`config.mk`:
```
export PLATFORM = sky130hd
export DESIGN_NAME = axis_width_downsizer
export DESIGN_NICKNAME = d
export VERILOG_FILES = /design/src/rtl/axis_width_downsizer_pkg.sv /design/src/rtl/axis_width_downsizer_lowest_set_above.sv /design/src/rtl/axis_width_downsizer.sv
export SDC_FILE = /design/constraint.sdc
export NUM_CORES = 1
export LEC_CHECK = 0
export CORE_AREA = 2 2 675 677
export CTS_CLUSTER_DIAMETER = 60
export DETAILED_ROUTE_END_ITERATION = 10
export DIE_AREA = 0 0 677 679
export PLACE_DENSITY = 0.3
export SYNTH_ARGS = -nofsm -noshare
export SYNTH_HDL_FRONTEND = slang
export SYNTH_HIERARCHICAL = 1
export SYNTH_SLANG_ARGS = --single-unit
```
`constraint.sdc`:
```
create_clock -name clk -period 3.4 [get_ports clk]
set_clock_uncertainty 0.15 [all_clocks]
set_input_delay 0.68 -clock clk [delete_from_list [all_inputs] [get_ports clk]]
set_output_delay 0.68 -clock clk [all_outputs]
set_load 0.03 [all_outputs]
```
`src/rtl/axis_width_downsizer_pkg.sv`:
```
// Shared constants and helpers for the AXI4-Stream width downsizer.
package axis_pkg;

  localparam int DEF_OUT_BYTES = 64;
  localparam int DEF_RATIO     = 2;

  // Sub-beat index width; never zero so a ratio of 1 still gets a legal vector.
  function automatic int idx_width(input int ratio);
    return (ratio > 1) ? $clog2(ratio) : 1;
  endfunction

endpackage

```
`src/rtl/axis_width_downsizer_lowest_set_above.sv`:
```
// Finds the lowest set bit of a mask strictly above idx (or from bit 0 when from_start).
module lowest_set_above #(
  parameter int N  = 2,
  parameter int IW = 1
) (
  input  logic [N-1:0]  mask,
  input  logic [IW-1:0] idx,
  input  logic          from_start,
  output logic [IW-1:0] pos,
  output logic          none
);

  // Scan downward so the lowest qualifying position is the last one written.
  always_comb begin
    pos  = '0;
    none = 1'b1;
    for (int i = N - 1; i >= 0; i--) begin
      if (mask[i] && (from_start || (i > int'(idx)))) begin
        pos  = i[IW-1:0];
        none = 1'b0;
      end
    end
  end

endmodule

```
`src/rtl/axis_width_downsizer.sv`:
```
// AXI4-Stream width downconverter: splits each wide beat into live narrow sub-beats,
// lowest lane first, with tlast moved onto the final emitted sub-beat.
module axis_width_downsizer
  import axis_pkg::*;
#(
  parameter int OUT_BYTES  = DEF_OUT_BYTES,
  parameter int RATIO      = DEF_RATIO,
  parameter int SKIP_EMPTY = 1
) (
  input  logic                          clk,
  input  logic                          rst_n,
  input  logic [8*OUT_BYTES*RATIO-1:0]  in_data,
  input  logic [OUT_BYTES*RATIO-1:0]    in_keep,
  input  logic                          in_valid,
  input  logic                          in_last,
  output logic                          in_ready,
  output logic [8*OUT_BYTES-1:0]        out_data,
  output logic [OUT_BYTES-1:0]          out_keep,
  output logic                          out_valid,
  output logic                          out_last,
  input  logic                          out_ready
);

  localparam int IW = idx_width(RATIO);
  localparam int OW = 8 * OUT_BYTES;

  logic                         occ;
  logic [IW-1:0]                idx;
  logic [OW*RATIO-1:0]          reg_data;
  logic [OUT_BYTES*RATIO-1:0]   reg_keep;
  logic                         reg_last;

  logic [OW-1:0]        sub_data [RATIO];
  logic [OUT_BYTES-1:0] sub_keep [RATIO];
  logic [RATIO-1:0]     live;
  logic [RATIO-1:0]     in_live;

  for (genvar k = 0; k < RATIO; k++) begin : g_slice
    assign sub_data[k] = reg_data[k*OW +: OW];
    assign sub_keep[k] = reg_keep[k*OUT_BYTES +: OUT_BYTES];
    assign live[k]     = (SKIP_EMPTY == 0) || (|reg_keep[k*OUT_BYTES +: OUT_BYTES]);
    assign in_live[k]  = (SKIP_EMPTY == 0) || (|in_keep[k*OUT_BYTES +: OUT_BYTES]);
  end

  logic [IW-1:0] next_pos;
  logic          is_final;
  logic [IW-1:0] first_pos;
  logic          in_none;

  lowest_set_above #(.N(RATIO), .IW(IW)) u_advance (
    .mask       (live),
    .idx        (idx),
    .from_start (1'b0),
    .pos        (next_pos),
    .none       (is_final)
  );

  lowest_set_above #(.N(RATIO), .IW(IW)) u_first (
    .mask       (in_live),
    .idx        ('0),
    .from_start (1'b1),
    .pos        (first_pos),
    .none       (in_none)
  );

  logic any_live;
  logic dropped;

  assign any_live = |live;
  // An all-empty last beat still emits sub-beat 0 (keep 0) to carry the packet boundary.
  assign out_valid = occ && (live[idx] || (!any_live && reg_last));
  assign dropped   = occ && !any_live && !reg_last;
  assign out_data  = sub_data[idx];
  assign out_keep  = sub_keep[idx];
  assign out_last  = reg_last && is_final;
  assign in_ready  = !occ || (out_ready && out_valid && is_final) || dropped;

  always_ff @(posedge clk or negedge rst_n) begin
    if (!rst_n) begin
      occ      <= 1'b0;
      idx      <= '0;
      reg_data <= '0;
      reg_keep <= '0;
      reg_last <= 1'b0;
    end else if (in_valid && in_ready) begin
      occ      <= 1'b1;
      idx      <= in_none ? '0 : first_pos;
      reg_data <= in_data;
      reg_keep <= in_keep;
      reg_last <= in_last;
    end else if (out_valid && out_ready) begin
      if (is_final) occ <= 1'b0;
      else          idx <= next_pos;
    end else if (dropped) begin
      occ <= 1'b0;
    end
  end

endmodule

```
Yosys cells after proc, flatten, opt, wreduce, memory -nomap -nowiden
Cells that the tools add are included.

Add/sub/neg operators: 0. Multiply operators: 0. Divide/modulo/power cells: 0. $lt $le $gt $ge: 3. Eq/ne operators: 1. Shift operators: 0. Mux-type cells: 21. Bitwise logic cells: 1. Reductions and logical operators: 25.

Operators by type and width (number): $mux W512 (3); $reduce_or A64 Y1 (4); $mux W64 (3); $reduce_or A128 Y1 (1); $mux W1 (15); $logic_and A1 B1 Y1 (9); $reduce_and A2 Y1 (2); $reduce_bool A2 Y1 (2); $logic_not A1 Y1 (3); $logic_or A1 B1 Y1 (3); $ne A3 B3 Y1 const B (1); $reduce_bool A3 Y1 (1); $ge A2 B2 Y1 const B (1); $lt A1 B2 Y1 const B (1); $not A1 Y2 (1); $gt A1 B1 Y1 const A (1).

Flip-flop bits (word level): 1155. Bits in latches: 0. RAM bits: 0. Memory bits (read-only): 0. Input bits: 1157. Output and inout port bits: 579. Word-level logic and storage cells: 56. Memories kept: 0.

Longest topological paths before layout
Word-level depth: 12. Depth in mapped cells: 13. Gate-level depth less buffers: 10.

Modules after synthesis
Netlist, hierarchy kept.

Modules (own cells, without submodules): axis_width_downsizer (instances 1, cells each 3179, area each 55137.9 um^2, seq. area each 28902.7 um^2); lowest_set_above (instances 2, cells each 5, area each 30.0 um^2, seq. area each 0.0 um^2).

Worst setup path before layout
No wires, ideal clock.

Kind: register to output. Start point: register reg_keep[0]. End point: output port out_valid. Arrival: 2.337 ns. Data required time: 2.570 ns. Slack: 0.233 ns. Cell stages (with the launch flop): 6. Path buffers: 0. Cells stage by stage: dfrtp_1 -> nor4_1 -> nand4_1 -> or4_4 -> o211a_1 -> nor3b_1.

Word-level cells in the longest chain between the ends: 5. Elaborated cells on any way between the ends: 8. Classes of those cells: 2 x mux; 6 x reduce/logical.

RTL lines: from (decl) (RTL line axis_width_downsizer.sv:30) `logic [OUT_BYTES*RATIO-1:0] reg_keep;`; from (signal assigned) (RTL line axis_width_downsizer.sv:89) `reg_keep <= in_keep;`; $reduce_or A64 Y1 (RTL line axis_width_downsizer.sv:41) `assign live[k] = (SKIP_EMPTY == 0) || (|reg_keep[k*OUT_BYTES +: OUT_BYTES]);`; net live[0] (RTL line axis_width_downsizer.sv:35) `logic [RATIO-1:0] live;`; $mux W1 (implied by the code) (2 in a row) (RTL line axis_width_downsizer.sv:71) `assign out_valid = occ && (live[idx] || (!any_live && reg_last));`; $logic_or A1 B1 Y1 (RTL line axis_width_downsizer.sv:71); $logic_and A1 B1 Y1 (RTL line axis_width_downsizer.sv:71); to (decl) (RTL line axis_width_downsizer.sv:19) `output logic out_valid,`.

The timed path passes the listed nets, and every way through them passes these cells. The select of a mux whose other input is x is not followed.

Worst setup path in the final report
Start point: register reg_keep[28]. End point: output port out_valid.

Same word-level chain as after synthesis.

==> key figures <==
Final layout
  • FF/Latch Area: about 29000 um^2
  • Area taken by multi-input logic gates: 24500 um^2
  • Area growth from synthesis to final layout: 68.7%
  • Fill count: 48400
  • Layout cells sized above 1: 0.521
  • Commonest cells after routing, fill and taps aside: clkdlybuf4s50_1, dfrtp_1, mux2_4
  • Final instance area: 93100 um^2
  • Utilization after layout: 0.206
  • Nets: ~6700
  • Commonest non-fill, non-tap cell in the layout: clkdlybuf4s50_1

Timing
  • Worst slew margin relative to its limit: 0.527
  • Transition time at the pin with the least slew margin: between 700 and 800 ps
  • Number of pins exceeding their max-slew limit in the final report: 0
  • Setup ws final: -1150 ps
  • Final setup violating endpoints: approximately 1700
  • Final hold violations: 0
  • RSZ-0062 raised after global routing: yes
  • Highest Clock Rate: 220 MHz
  • Shortest clock period the worst path allows after layout: 4550 ps
  • Period utilisation layout: 1.34

Synthesis
  • Synthesized area per cell: 17.3 um^2
  • Number of distinct library cells after synthesis: 33
  • Share of the synthesized area in the top cell type: 0.524
  • Sequential cell area fraction in the yosys report: 0.524
  • Largest cells by area after synthesis: dfrtp_1, mux2_4, mux2_2, buf_8, mux2_1
  • Synth Register Bits: between 1000 and 1500
  • Synthesis warning total: 6
  • Synth area leader: dfrtp_1
  • Total standard cell area after synthesis: 55200 um^2
  • Post-Syn Instances: 3189

Clocking
  • Buffer depth of the longest clock path: 4
  • Number of buffers added by the clock tree synthesis step: 200
  • Clock edge transition at the registers on the reported setup and hold paths: ~60 ps
  • H-tree lvl count: 4
  • Clock latency on the worst-skew pair: roughly 900 ps
  • CTS Root Buffer Type: clkbuf_16
  • CTS sink count: 1155
  • CTS tree: done

Drt
  • Wirelength, routed: 364 mm
  • Via count of the routed design: 38200
  • Post-DR wirelength/cell: roughly 31 um
  • Number of detailed-routing iterations run before antenna repair: 4
  • Drc violations: 0
  • Initial detailed-routing violation count: 1628
  • Drt via density: 3.27
  • Residual antenna-violating net count after detailed routing: 0

Power
  • Gate power share: 0.566
  • Power density over cell area: around 1200 nW/um^2
  • Clock power frac: 0.200
  • Switching power: 0.0458 W
  • Design internal power: ~0.062 W
  • VDD IR max: 657 uV
  • Reg power frac: 0.234
  • Share of total power consumed by net switching: 0.427
  • Standby leakage power: 42.0 nW

Global routing
  • Total global routing track utilization: 0.153
  • Total congestion overflow after global routing: 0
  • Largest net degree at the start of global routing: between 70 and 80
  • Global-route wire length before repair: 464 mm
  • Number of global-route vias before repair: 42200
  • Number of antenna violations at the first check in global routing: 220

Worst hold path
  • Hold Path Cell Cnt: 2
  • Min-Delay Path Class: primary input to flip-flop

Critical path
  • Worst Setup Start Kind: flip-flop
  • Most frequent CP cell: buf_6
  • Number of stages on the worst setup path: 10
  • Count of buffering cells on the critical path with inverters included: 5
  • Crit path max fanout: 2
  • Type of destination of the critical path: output port
  • Worst-case reg-to-reg path depth: 17
  • Delay-heaviest family, CP: simple AND/OR/NAND/NOR gates
  • Worst path required time: 2570 ps
  • Slowest cell on the critical path: or4_4
  • Type of the worst setup path: flip-flop to output port
  • Worst endpoint data arrival time: 3720 ps
  • Cells along the critical path: nor4_2 -> buf_4 -> nand4_1 -> or4_4 -> buf_6 -> o211a_4 -> buf_6 -> nor3b_4 -> buf_6 -> buf_12
  • Peak per-stage delay on the critical path: between 600 and 700 ps

Placed design
  • Final RePlAce weighted congestion: about 0.83
  • Number of buffers inserted by port buffering: 1735
  • Final HPWL from detailed placement: 295 mm
  • Post-placement cell area: 81200 um^2

Floorplanning
  • Die extent in x: 677 um
  • Count of standard-cell rows: 247
  • Total Die Area: 460000 um^2
  • Starting density of the core: 0.122
  • Die Height: 679 um
  • Count of boundary I/O pins: roughly 1700
  • Area inside the core boundary: approximately 450000 um^2

Run status
  • Failing checks: setup timing
  • Outcome: finished, violations left

Run
  • Max cap viols: 0
==> state kept, by name (all words and copies together), names as in the netlist <==
| signal | flops |
|---|---|
| reg_keep | 128 |
| idx | 1 |
| reg_last | 1 |
| reg_data | 1024 |
| occ | 1 |
==> cells by family after synthesis <==
family | Yosys count | share of synthesized area
DFF | 1155 | 0.524
AOI/OAI and AO/OA | 10 | 0.00179
buffers and inverters | 196 | 0.0381
other | 2 | 0.000136
muxes | 1731 | 0.425
and+or+nand+nor | 95 | 0.0112
==> path summary, 6_finish.rpt <==
path | endpoint | from | slack (ps)
max | out_valid | reg_keep[28]$_DFFE_PN0P_ | -1150
min | reg_data[59]$_DFFE_PN0P_ | in_data[59] | 230
max reg2reg | reg_data[208]$_DFFE_PN0P_ | reg_keep[28]$_DFFE_PN0P_ | -790
min reg2reg | reg_data[4]$_DFFE_PN0P_ | reg_data[4]$_DFFE_PN0P_ | 340
max in group asynchronous | reg_data[185]$_DFFE_PN0P_ | rst_n | 1690
min in group asynchronous | reg_data[902]$_DFFE_PN0P_ | rst_n | 290
==> area by class of cell <==
type,count,area share
clock inverter,98,0.0140
sequential,1155,0.310
tap,5976,0.0803
inverter,4,0.000188
clock buffer,263,0.0602
multi-input combinational,1843,0.263
antenna,40,0.00107
timing repair buffer,2305,0.271
==> stage by stage <==
| step | std cells | total power, W | setup TNS (ps) | hold WS (ps) | setup WS, ps |
|---|---|---|---|---|---|
| finish | 11700 | 0.107 | -888850 | 232 | -1150 |
| global route | 11700 | 0.113 | -1175600 | 144 | -1390 |
| CTS | 11600 | 0.110 | -1105380 | 87.7 | -1380 |
| detailed placement | 11100 | 0.0846 | -727840 | 327 | -766 |
| global placement | 11100 | 0.0845 | -879780 | 322 | -897 |
| floorplan | 3194 | 0.0540 | 0 | 234 | 233 |
==> routing by layer <==
| metal | track usage | part of all wire | vias up |
|---|---|---|---|
| li1 | - | - | 16400 |
| met1 | 0.180 | 0.40 | 19700 |
| met2 | 0.269 | 0.50 | 1451 |
| met3 | 0.0529 | 0.077 | 564 |
| met4 | 0.0270 | 0.020 | 78 |
| met5 | 0 | 0.0015 | - |
==> timing repair <==
item                                    4_1_cts  5_1_grt
gates resized for setup                     326       76
endpoints found under the hold margin        77        0
cloned                                       76        6
pin swaps                                    16        5
setup buffers                               124       21
hold buffers                                  1        0
endpoints found under the setup margin     1733     1732
==> synthesized netlist by cell type <==
library cell and number:
dfrtp_1 1155, mux2_4 1059, mux2_2 576, buf_8 101
mux2_1 94, nor4_1 64, clkbuf_1 60, nand4_1 16
buf_12 10, buf_2 9, buf_6 7, buf_1 4
inv_1 4, nand2_1 3, o211a_1 3, a21oi_1 2
conb_1 2, mux2i_1 2, nand2b_1 2, o21a_1 2
or4_1 2, a211oi_4 1, and2_1 1, buf_4 1
nand3b_1 1, nor3_1 1, nor3_4 1, nor3b_1 1
nor4_4 1, o21ai_4 1, o31ai_1 1, or2_2 1
or4_4 1
==> power groups by stage <==
stage | sequential [W] | clock [W] | combinational (W)
2_1_floorplan | 0.0235 | 0 | 0.0305
3_3_place_gp | 0.0250 | 0 | 0.0595
3_5_place_dp | 0.0251 | 0 | 0.0595
4_1_cts | 0.0250 | 0.0223 | 0.0628
5_1_grt | 0.0260 | 0.0229 | 0.0636
6_report | 0.0251 | 0.0215 | 0.0607
(Power assumes the default switching activity.)
